===== src/rtl/ecc_pkg.sv =====
// Shared types and encodings for the ECC decoder controller.
package ecc_pkg;

  typedef enum logic [1:0] {
    IDLE  = 2'd0,
    ISSUE = 2'd1,
    WAIT  = 2'd2,
    DONE  = 2'd3
  } dec_ctrl_state_t;

  // CodeWord_Width codes
  localparam logic [1:0] CW_W8  = 2'b00;
  localparam logic [1:0] CW_W16 = 2'b01;
  localparam logic [1:0] CW_W32 = 2'b10;
  localparam logic [1:0] CW_ILL = 2'b11;

  // Result status codes
  localparam logic [1:0] ST_OK   = 2'b00;
  localparam logic [1:0] ST_BADW = 2'b01;
  localparam logic [1:0] ST_TMO  = 2'b10;

  // Decoder num_of_error codes
  localparam logic [1:0] NERR_NONE   = 2'b00;
  localparam logic [1:0] NERR_CORR   = 2'b01;
  localparam logic [1:0] NERR_UNCORR = 2'b10;

endpackage


===== src/rtl/ecc_sat_counter.sv =====
// Saturating up-counter with synchronous clear; clear beats increment.
module ecc_sat_counter #(
  parameter int CNT_WIDTH = 16
) (
  input  logic                 clk,
  input  logic                 reset,
  input  logic                 inc,
  input  logic                 clr,
  output logic [CNT_WIDTH-1:0] q
);

  logic [CNT_WIDTH-1:0] cnt_q;
  logic [CNT_WIDTH-1:0] cnt_d;

  // Next count: clear, else increment unless already all-ones.
  always_comb begin
    cnt_d = cnt_q;
    if (clr) begin
      cnt_d = '0;
    end else if (inc && (cnt_q != '1)) begin
      cnt_d = cnt_q + CNT_WIDTH'(1);
    end
  end

  // Count register.
  always_ff @(posedge clk or posedge reset) begin
    if (reset) begin
      cnt_q <= '0;
    end else begin
      cnt_q <= cnt_d;
    end
  end

  assign q = cnt_q;

endmodule


===== src/rtl/ecc_decode_ctrl.sv =====
// Sequences a single Decoder: issue a one-cycle enable, wait for ready with
// a timeout, capture the result and keep corrected/uncorrectable statistics.
//
// state | meaning
// IDLE  | waiting for a command, cmd_ready high
// ISSUE | dec_en high for this single cycle, decoder ready ignored
// WAIT  | waiting for dec_ready, timer counts toward timeout
// DONE  | res_valid high for this single cycle
module ecc_decode_ctrl
  import ecc_pkg::*;
#(
  parameter int AMBA_WORD   = 32,
  parameter int DATA_WIDTH  = 32,
  parameter int TIMEOUT_CYC = 16,
  parameter int CNT_WIDTH   = 16
) (
  input  logic                  clk,
  input  logic                  reset,
  input  logic                  cmd_valid,
  output logic                  cmd_ready,
  input  logic [DATA_WIDTH-1:0] cmd_data,
  input  logic [1:0]            cmd_width,
  input  logic                  stat_clr,
  output logic                  dec_en,
  output logic [DATA_WIDTH-1:0] dec_data,
  output logic [AMBA_WORD-1:0]  dec_cw_width,
  input  logic [DATA_WIDTH-1:0] dec_data_out,
  input  logic [1:0]            dec_num_err,
  input  logic                  dec_ready,
  output logic                  res_valid,
  output logic [DATA_WIDTH-1:0] res_data,
  output logic [1:0]            res_num_err,
  output logic [1:0]            res_status,
  output logic                  busy,
  output logic [CNT_WIDTH-1:0]  cnt_corrected,
  output logic [CNT_WIDTH-1:0]  cnt_uncorr
);

  localparam int TW = (TIMEOUT_CYC > 2) ? $clog2(TIMEOUT_CYC) : 1;
  localparam logic [TW-1:0] TMO_LAST = TW'(TIMEOUT_CYC - 1);

  dec_ctrl_state_t state_q, state_d;
  logic [TW-1:0]         timer_q, timer_d;
  logic                  dec_en_q, dec_en_d;
  logic [DATA_WIDTH-1:0] dec_data_q, dec_data_d;
  logic [1:0]            dec_cw_q, dec_cw_d;
  logic                  res_valid_q, res_valid_d;
  logic [DATA_WIDTH-1:0] res_data_q, res_data_d;
  logic [1:0]            res_nerr_q, res_nerr_d;
  logic [1:0]            res_status_q, res_status_d;
  logic                  inc_corr, inc_uncorr;

  // State and registered outputs; dec_en clears asynchronously with reset.
  always_ff @(posedge clk or posedge reset) begin
    if (reset) begin
      state_q      <= IDLE;
      timer_q      <= '0;
      dec_en_q     <= 1'b0;
      dec_data_q   <= '0;
      dec_cw_q     <= '0;
      res_valid_q  <= 1'b0;
      res_data_q   <= '0;
      res_nerr_q   <= '0;
      res_status_q <= '0;
    end else begin
      state_q      <= state_d;
      timer_q      <= timer_d;
      dec_en_q     <= dec_en_d;
      dec_data_q   <= dec_data_d;
      dec_cw_q     <= dec_cw_d;
      res_valid_q  <= res_valid_d;
      res_data_q   <= res_data_d;
      res_nerr_q   <= res_nerr_d;
      res_status_q <= res_status_d;
    end
  end

  // Next-state: illegal widths skip the decoder; ready beats a same-cycle timeout.
  always_comb begin
    state_d = state_q;
    unique case (state_q)
      IDLE:    if (cmd_valid) state_d = (cmd_width == CW_ILL) ? DONE : ISSUE;
      ISSUE:   state_d = WAIT;
      WAIT:    if (dec_ready || (timer_q == TMO_LAST)) state_d = DONE;
      DONE:    state_d = IDLE;
      default: state_d = IDLE;
    endcase
  end

  // Output/datapath next values and statistics increments.
  always_comb begin
    timer_d      = timer_q;
    dec_en_d     = 1'b0;
    dec_data_d   = dec_data_q;
    dec_cw_d     = dec_cw_q;
    res_valid_d  = 1'b0;
    res_data_d   = res_data_q;
    res_nerr_d   = res_nerr_q;
    res_status_d = res_status_q;
    inc_corr     = 1'b0;
    inc_uncorr   = 1'b0;
    unique case (state_q)
      IDLE: begin
        if (cmd_valid) begin
          dec_data_d = cmd_data;
          dec_cw_d   = cmd_width;
          if (cmd_width == CW_ILL) begin
            res_valid_d  = 1'b1;
            res_data_d   = '0;
            res_nerr_d   = NERR_NONE;
            res_status_d = ST_BADW;
          end else begin
            dec_en_d = 1'b1;
          end
        end
      end
      ISSUE: timer_d = '0;
      WAIT: begin
        if (dec_ready) begin
          res_valid_d  = 1'b1;
          res_data_d   = dec_data_out;
          res_nerr_d   = dec_num_err;
          res_status_d = ST_OK;
          inc_corr     = (dec_num_err == NERR_CORR);
          inc_uncorr   = dec_num_err[1];
        end else if (timer_q == TMO_LAST) begin
          res_valid_d  = 1'b1;
          res_data_d   = '0;
          res_nerr_d   = NERR_NONE;
          res_status_d = ST_TMO;
        end else begin
          timer_d = timer_q + TW'(1);
        end
      end
      default: ;
    endcase
  end

  ecc_sat_counter #(.CNT_WIDTH(CNT_WIDTH)) u_cnt_corr (
    .clk   (clk),
    .reset (reset),
    .inc   (inc_corr),
    .clr   (stat_clr),
    .q     (cnt_corrected)
  );

  ecc_sat_counter #(.CNT_WIDTH(CNT_WIDTH)) u_cnt_uncorr (
    .clk   (clk),
    .reset (reset),
    .inc   (inc_uncorr),
    .clr   (stat_clr),
    .q     (cnt_uncorr)
  );

  assign cmd_ready    = (state_q == IDLE);
  assign busy         = (state_q != IDLE);
  assign dec_en       = dec_en_q;
  assign dec_data     = dec_data_q;
  assign dec_cw_width = {{(AMBA_WORD-2){1'b0}}, dec_cw_q};
  assign res_valid    = res_valid_q;
  assign res_data     = res_data_q;
  assign res_num_err  = res_nerr_q;
  assign res_status   = res_status_q;

endmodule


===== config.mk =====
export PLATFORM = sky130hd
export DESIGN_NAME = ecc_decode_ctrl
export DESIGN_NICKNAME = d
export VERILOG_FILES = /design/src/rtl/ecc_pkg.sv /design/src/rtl/ecc_sat_counter.sv /design/src/rtl/ecc_decode_ctrl.sv
export SDC_FILE = /design/constraint.sdc
export NUM_CORES = 1
export LEC_CHECK = 0
export ABC_CLOCK_PERIOD_IN_PS = 3900
export BUFFER_PORTS_ARGS = -buffer_cell sky130_fd_sc_hd__buf_2
export CAP_MARGIN = 20
export CELL_PAD_IN_SITES_DETAIL_PLACEMENT = 1
export CELL_PAD_IN_SITES_GLOBAL_PLACEMENT = 2
export CORE_MARGIN = 2
export CORE_UTILIZATION = 28
export CTS_CLUSTER_SIZE = 20
export DETAILED_ROUTE_END_ITERATION = 10
export PLACE_DENSITY = 0.91
export SYNTH_ARGS = -nofsm -noshare
export SYNTH_HDL_FRONTEND = slang
export SYNTH_SLANG_ARGS = --single-unit

===== constraint.sdc =====
create_clock -name clk -period 3.9 [get_ports clk]
set_input_delay 0.195 -clock clk [delete_from_list [all_inputs] [get_ports clk]]
set_output_delay 0.195 -clock clk [all_outputs]
set_load 0.005 [all_outputs]

# After elaboration in Yosys (flattened, before gate mapping)
# Cells that the tools add are included.
[totals]
regBits = 110
in_bits = 73
wordCells = 79
[op_classes]
n_addsub = 3
n_eq_ne = 14
n_mux = 38
n_reduce_logical = 13
[ops]
columns = ["operator", "n"]
rows = [
  ["$mux W32", 4],
  ["$mux W16", 4],
  ["$pmux W32 S2", 1],
  ["$add A16 B1 Y16 const B", 2],
  ["$ne A16 B16 Y1 const B", 2],
  ["$mux W2", 11],
  ["$mux W1", 11],
  ["$reduce_bool A2 Y1", 5],
  ["$mux W4", 2],
  ["$ne A2 B2 Y1 const B", 4],
  ["$pmux W2 S2", 2],
  ["$pmux W2 S4", 1],
  ["$pmux W4 S2", 1],
  ["$eq A2 B2 Y1 const B", 3],
  ["$add A4 B1 Y4 const B", 1],
  ["$eq A2 B1 Y1 const B", 2],
  ["$eq A4 B4 Y1 const B", 1],
  ["$reduce_and A2 Y1", 2],
  ["$reduce_and A4 Y1", 1],
  ["$ne A3 B3 Y1 const B", 1],
  ["$reduce_and A3 Y1", 1],
  ["$logic_and A1 B1 Y1", 2],
  ["$logic_not A2 Y1", 1],
  ["$ne A2 B1 Y1 const B", 1],
  ["2 further kinds", 2],
]

# Depth between registers and ports, before layout
[depth]
ltp_word = 6
ltp_mapped = 10
ltp_nobuf = 7

# Hierarchy
# Synthesis repeated with hierarchy kept, for this count alone.
[unflattened]
cells_unflattened = 442
area_unflattened_um2 = 5176.2
[by_module_without_submodules]
columns = ["mod", "n_inst", "cells_each", "area_per_inst_um2"]
rows = [
  ["ecc_decode_ctrl", 1, 240, 3311.9],
  ["ecc_sat_counter", 2, 101, 932.1],
]

# Worst setup path after synthesis
# OpenSTA, ideal clock, no wires.
[synth_timing]
kind = "flip-flop to flip-flop"
start = "reg state_q[0]"
end = "reg u_cnt_uncorr.cnt_q[15], in the netlist u_cnt_uncorr.q[15]"
setup_time_ns = 0.132
arrival_time_ns = 1.870
t_required_ns = 3.768
setup_slack_ns = 1.898
path_stages_with_launch = 10
path_buffers = 2
period_less_slack_ns = 2.002
cell_sequence = "dfrtp_1 -> inv_1 -> ha_1 -> buf_4 -> nand3_4 -> or4_1 -> buf_2 -> nor4_4 -> xnor2_1 -> nor2_1"
[synth_via]
elab_chain_cells = 4
[synth_rtl]
columns = ["item", "line", "text"]
rows = [
  ["start, declared", "ecc_decode_ctrl.sv:42", "dec_ctrl_state_t state_q, state_d;"],
  ["start signal, assigned", "ecc_decode_ctrl.sv:66", "state_q <= state_d;"],
  ["$eq A2 B2 Y1", "ecc_decode_ctrl.sv:102", "unique case (state_q)"],
  ["$mux W1", "ecc_decode_ctrl.sv:102", ""],
  ["$logic_and A1 B1 Y1", "ecc_sat_counter.sv:20", "end else if (inc && (cnt_q != '1)) begin"],
  ["$reduce_bool A2 Y1 (no line)", "n/a", ""],
  ["end signal, assigned", "ecc_sat_counter.sv:30", "cnt_q <= cnt_d;"],
  ["end, declared", "ecc_sat_counter.sv:12", "logic [CNT_WIDTH-1:0] cnt_q;"],
]
# No other way between the ends.
# A chain may end at the register's enable or synchronous reset.

# Final worst setup path
[layout_timing]
start = "reg state_q[0]"
end = "reg res_data_q[30], in the netlist res_data[30]"
[layout_via]
elab_chain_cells = 3
elab_cells_between_ends = 8
[layout_rtl]
columns = ["item", "line", "text"]
rows = [
  ["$eq A2 B2 Y1 or $logic_not A2 Y1 (tied branches)", "ecc_decode_ctrl.sv:102", ""],
  ["$ne A3 B3 Y1 (no line) (tied with other cells)", "n/a", ""],
  ["$reduce_and A4 Y1 (no line)", "n/a", ""],
  ["end signal, assigned", "ecc_decode_ctrl.sv:72", "res_data_q <= res_data_d;"],
  ["end, declared", "ecc_decode_ctrl.sv:48", "logic [DATA_WIDTH-1:0] res_data_q, res_data_d;"],
]
# Several ways; a longest one is shown, not always the timed one.

==> impl_metrics.json <==
{
  "gp_congestion": 0.759,
  "rows": 49,
  "post-route-period-util_pct": 60.4,
  "fp.dieW_um": 139,
  "grt_overflow": 0,
  "ff2ff_path_depth": 8,
  "critical-path-slowest-cell": "nand2_2",
  "drc": 0,
  "firstDrtPassIters": 4,
  "syn2layout_area_growth_pct": 26.3,
  "crit_path_end_kind": "flop",
  "final_layout_size_suffix_gt1_share_pct": 36.3,
  "synth_cell_types": 40,
  "relSlewSlack_pct": 51.9,
  "cpMostUsedCell": "buf_4",
  "tns_ps": 0,
  "place_hpwl_um": 10100,
  "status": "completed",
  "final-hold-violation-count": 0,
  "numCtsBuffers": 9,
  "slew_violations": 0,
  "fin_skew_ps": 5.45,
  "dieArea_sq_um": 19200,
  "n_fill_cell": 2116,
  "drt_iter0_markers": 138,
  "antenna_found_initial": 0,
  "ys_top_cells_by_area": "dfrtp_1, mux2_2, nand2_1",
  "p_leak_nw": 3.15,
  "fmax_ghz": 0.425,
  "ys_async_sr_fraction_pct": 100,
  "cts_sinks": 110,
  "post_cts_resize_count": 0,
  "cp.required_ps": 4130,
  "tightest_slew_ps": 722,
  "max-cap-violations": 0,
  "synthCells": 495,
  "h-tree-depth": 3,
  "layout_common_cells": "buf_2, dfrtp_1, nand2_1",
  "ys_ff_latch": 110,
  "min_period_ps": 2350,
  "yosysSeqAreaShare_pct": 54.2,
  "yosys_warnings": 0,
  "synth.cell_area_sq_um": 5080,
  "root_buffer": "clkbuf_16",
  "power.density_nw_per_um2": 626,
  "arrival_ps": 2580,
  "via_per_inst": 4.60,
  "worstPathCellList": "inv_1, ha_1, nand2_1, buf_4, o22ai_1, nand2_2, buf_4, o21ai_0",
  "start_util_pct": 28.4,
  "rr_startpoint": "state_q[0]$_DFFE_PP0P_",
  "grt_pass1_vias": 4278,
  "fin_cells": 902,
  "cp.depth": 8,
  "crit_buf_inv": 3,
  "fp.dieH_um": 139,
  "wl_um": 13600,
  "cts_tree": "yes",
  "portBuffers": 178,
  "layout.cells.most_common": "buf_2",
  "clock_latency_ps": 350,
  "nNetsFinal": 747,
  "min_path_cells": 2,
  "crit_family": "buffers and inverters",
  "critPathMaxStageDelay_ps": 410,
  "grt_setup_unrepaired": "false",
  "setup_violations": 0,
  "cts.path.max_buffers": 2,
  "irDropWorstVdd_mv": 0.244,
  "diodes": 0,
  "hp-class": "input port to flop",
  "avgSynthCellArea_sq_um": 10.3,
  "ff_latch_area_sq_um": 2750,
  "path_max_fanout": 37,
  "grt_usage_pct": 14.1,
  "clkTransAtPathRegs_ps": 80,
  "rrSetupSlack_ps": 1550,
  "synth_flop_cell": "dfrtp_1",
  "core-area_sq_um": 17900,
  "multi_input_area_sq_um": 2080,
  "vias": 4150,
  "io_pins": 209,
  "hold_start": "cmd_data[16]",
  "synthDominantCellAreaShare_pct": 54.2,
  "ant_nets": 0,
  "grt_pass1_wl_um": 22000,
  "path_class": "flop to flop",
  "grt_start_max_net_pins": 57,
  "start_kind": "flop",
  "synth_top_area_cell": "dfrtp_1",
  "dp.cells": 885,
  "cp-startpoint": "state_q[0]$_DFFE_PP0P_",
  "wl_per_cell_um": 15.1,
  "synth_edf_count": 0
}
[registers in the layout (all words and copies together), names as in the netlist]
register        flops
dec_data           32
res_data           32
u_cnt_corr.q       16
u_cnt_uncorr.q     16
timer_q             4
dec_cw_q            2
res_num_err         2
res_status          2
state_q             2
dec_en              1
res_valid           1
[cell usage after synthesis, drive strengths merged, types with 6 or more instances]
cell type	instances
inv	11
nor2	33
nor3	8
ha	6
xor2	6
nand3	19
mux2	34
nand4	8
o21ai	43
a21oi	14
nand2	91
clkbuf	19
dfrtp	110
buf	34
xnor2	13
[where the power goes]
| group | switching [mW] | total, mW | internal (mW) |
|---|---|---|---|
| logic | 0.715 | 1.33 | 0.619 |
| clock network | 0.472 | 0.929 | 0.457 |
| registers | 0.210 | 1.75 | 1.54 |
[cells by family (layout without fill, tap and decap cells)]
| group | count (synthesis) | count (layout) | synth area share (%) |
|---|---|---|---|
| buf+inv | 64 | 213 | 7.07 |
| xor+xnor | 19 | 19 | 3.28 |
| simple gates | 183 | 183 | 17.0 |
| other cells | 1 | 30 | 0.0738 |
| fa+ha+maj | 6 | 6 | 1.48 |
| compound gates | 74 | 74 | 8.57 |
| flops | 110 | 110 | 54.2 |
| mux | 38 | 38 | 8.33 |
[metrics by stage]
step / util, % / worst slack (ps) / area, sq um / total power [mW] / hold slack (ps)
after floorplan: - / 803 / 5190 / 2.49 / 295
after global placement: 34.1 / 1590 / 6110 / 3.07 / 380
after detailed placement: 34.1 / 1490 / 6110 / 3.14 / 379
after CTS: 35.8 / 1460 / 6410 / 4.11 / 44.7
after global routing: 35.8 / 1290 / 6410 / 4.32 / 48.2
final: 35.8 / 1550 / 6410 / 4.01 / 69.5
[worst paths after layout]
| check | endpoint |
|---|---|
| max reg2reg | res_data[30]$_DFFE_PP0P_ |
| min | dec_data[16]$_DFFE_PP0P_ |
| min reg2reg | res_status[1]$_DFFE_PP0P_ |
| min in group asynchronous | dec_data[21]$_DFFE_PP0P_ |
| max in group asynchronous | res_data[18]$_DFFE_PP0P_ |
| max | res_data[30]$_DFFE_PP0P_ |
[cell type report]
class                   instances  share of cell area (%)
flip-flops and latches        110                    42.9
multi-input cells             350                    32.4
repair buffers                186                    14.9
well taps                     229                    4.47
clock buffers                   9                    3.51
clock inverters                 7                    1.15
inverters                      11                   0.683
[metal layers]
metal  share of wire, %  GRT usage, %
met5                  0             0
met4                1.5          5.21
met3                6.5          3.56
met2                 49          24.0
met1                 43          17.3
[timing repair]
| item | CTS | global route |
|---|---|---|
| hold buffers | 1 | 0 |
| setup buffers | 0 | 0 |
| hold endpoints to repair | 46 | 0 |
(Power assumes the default switching activity.)
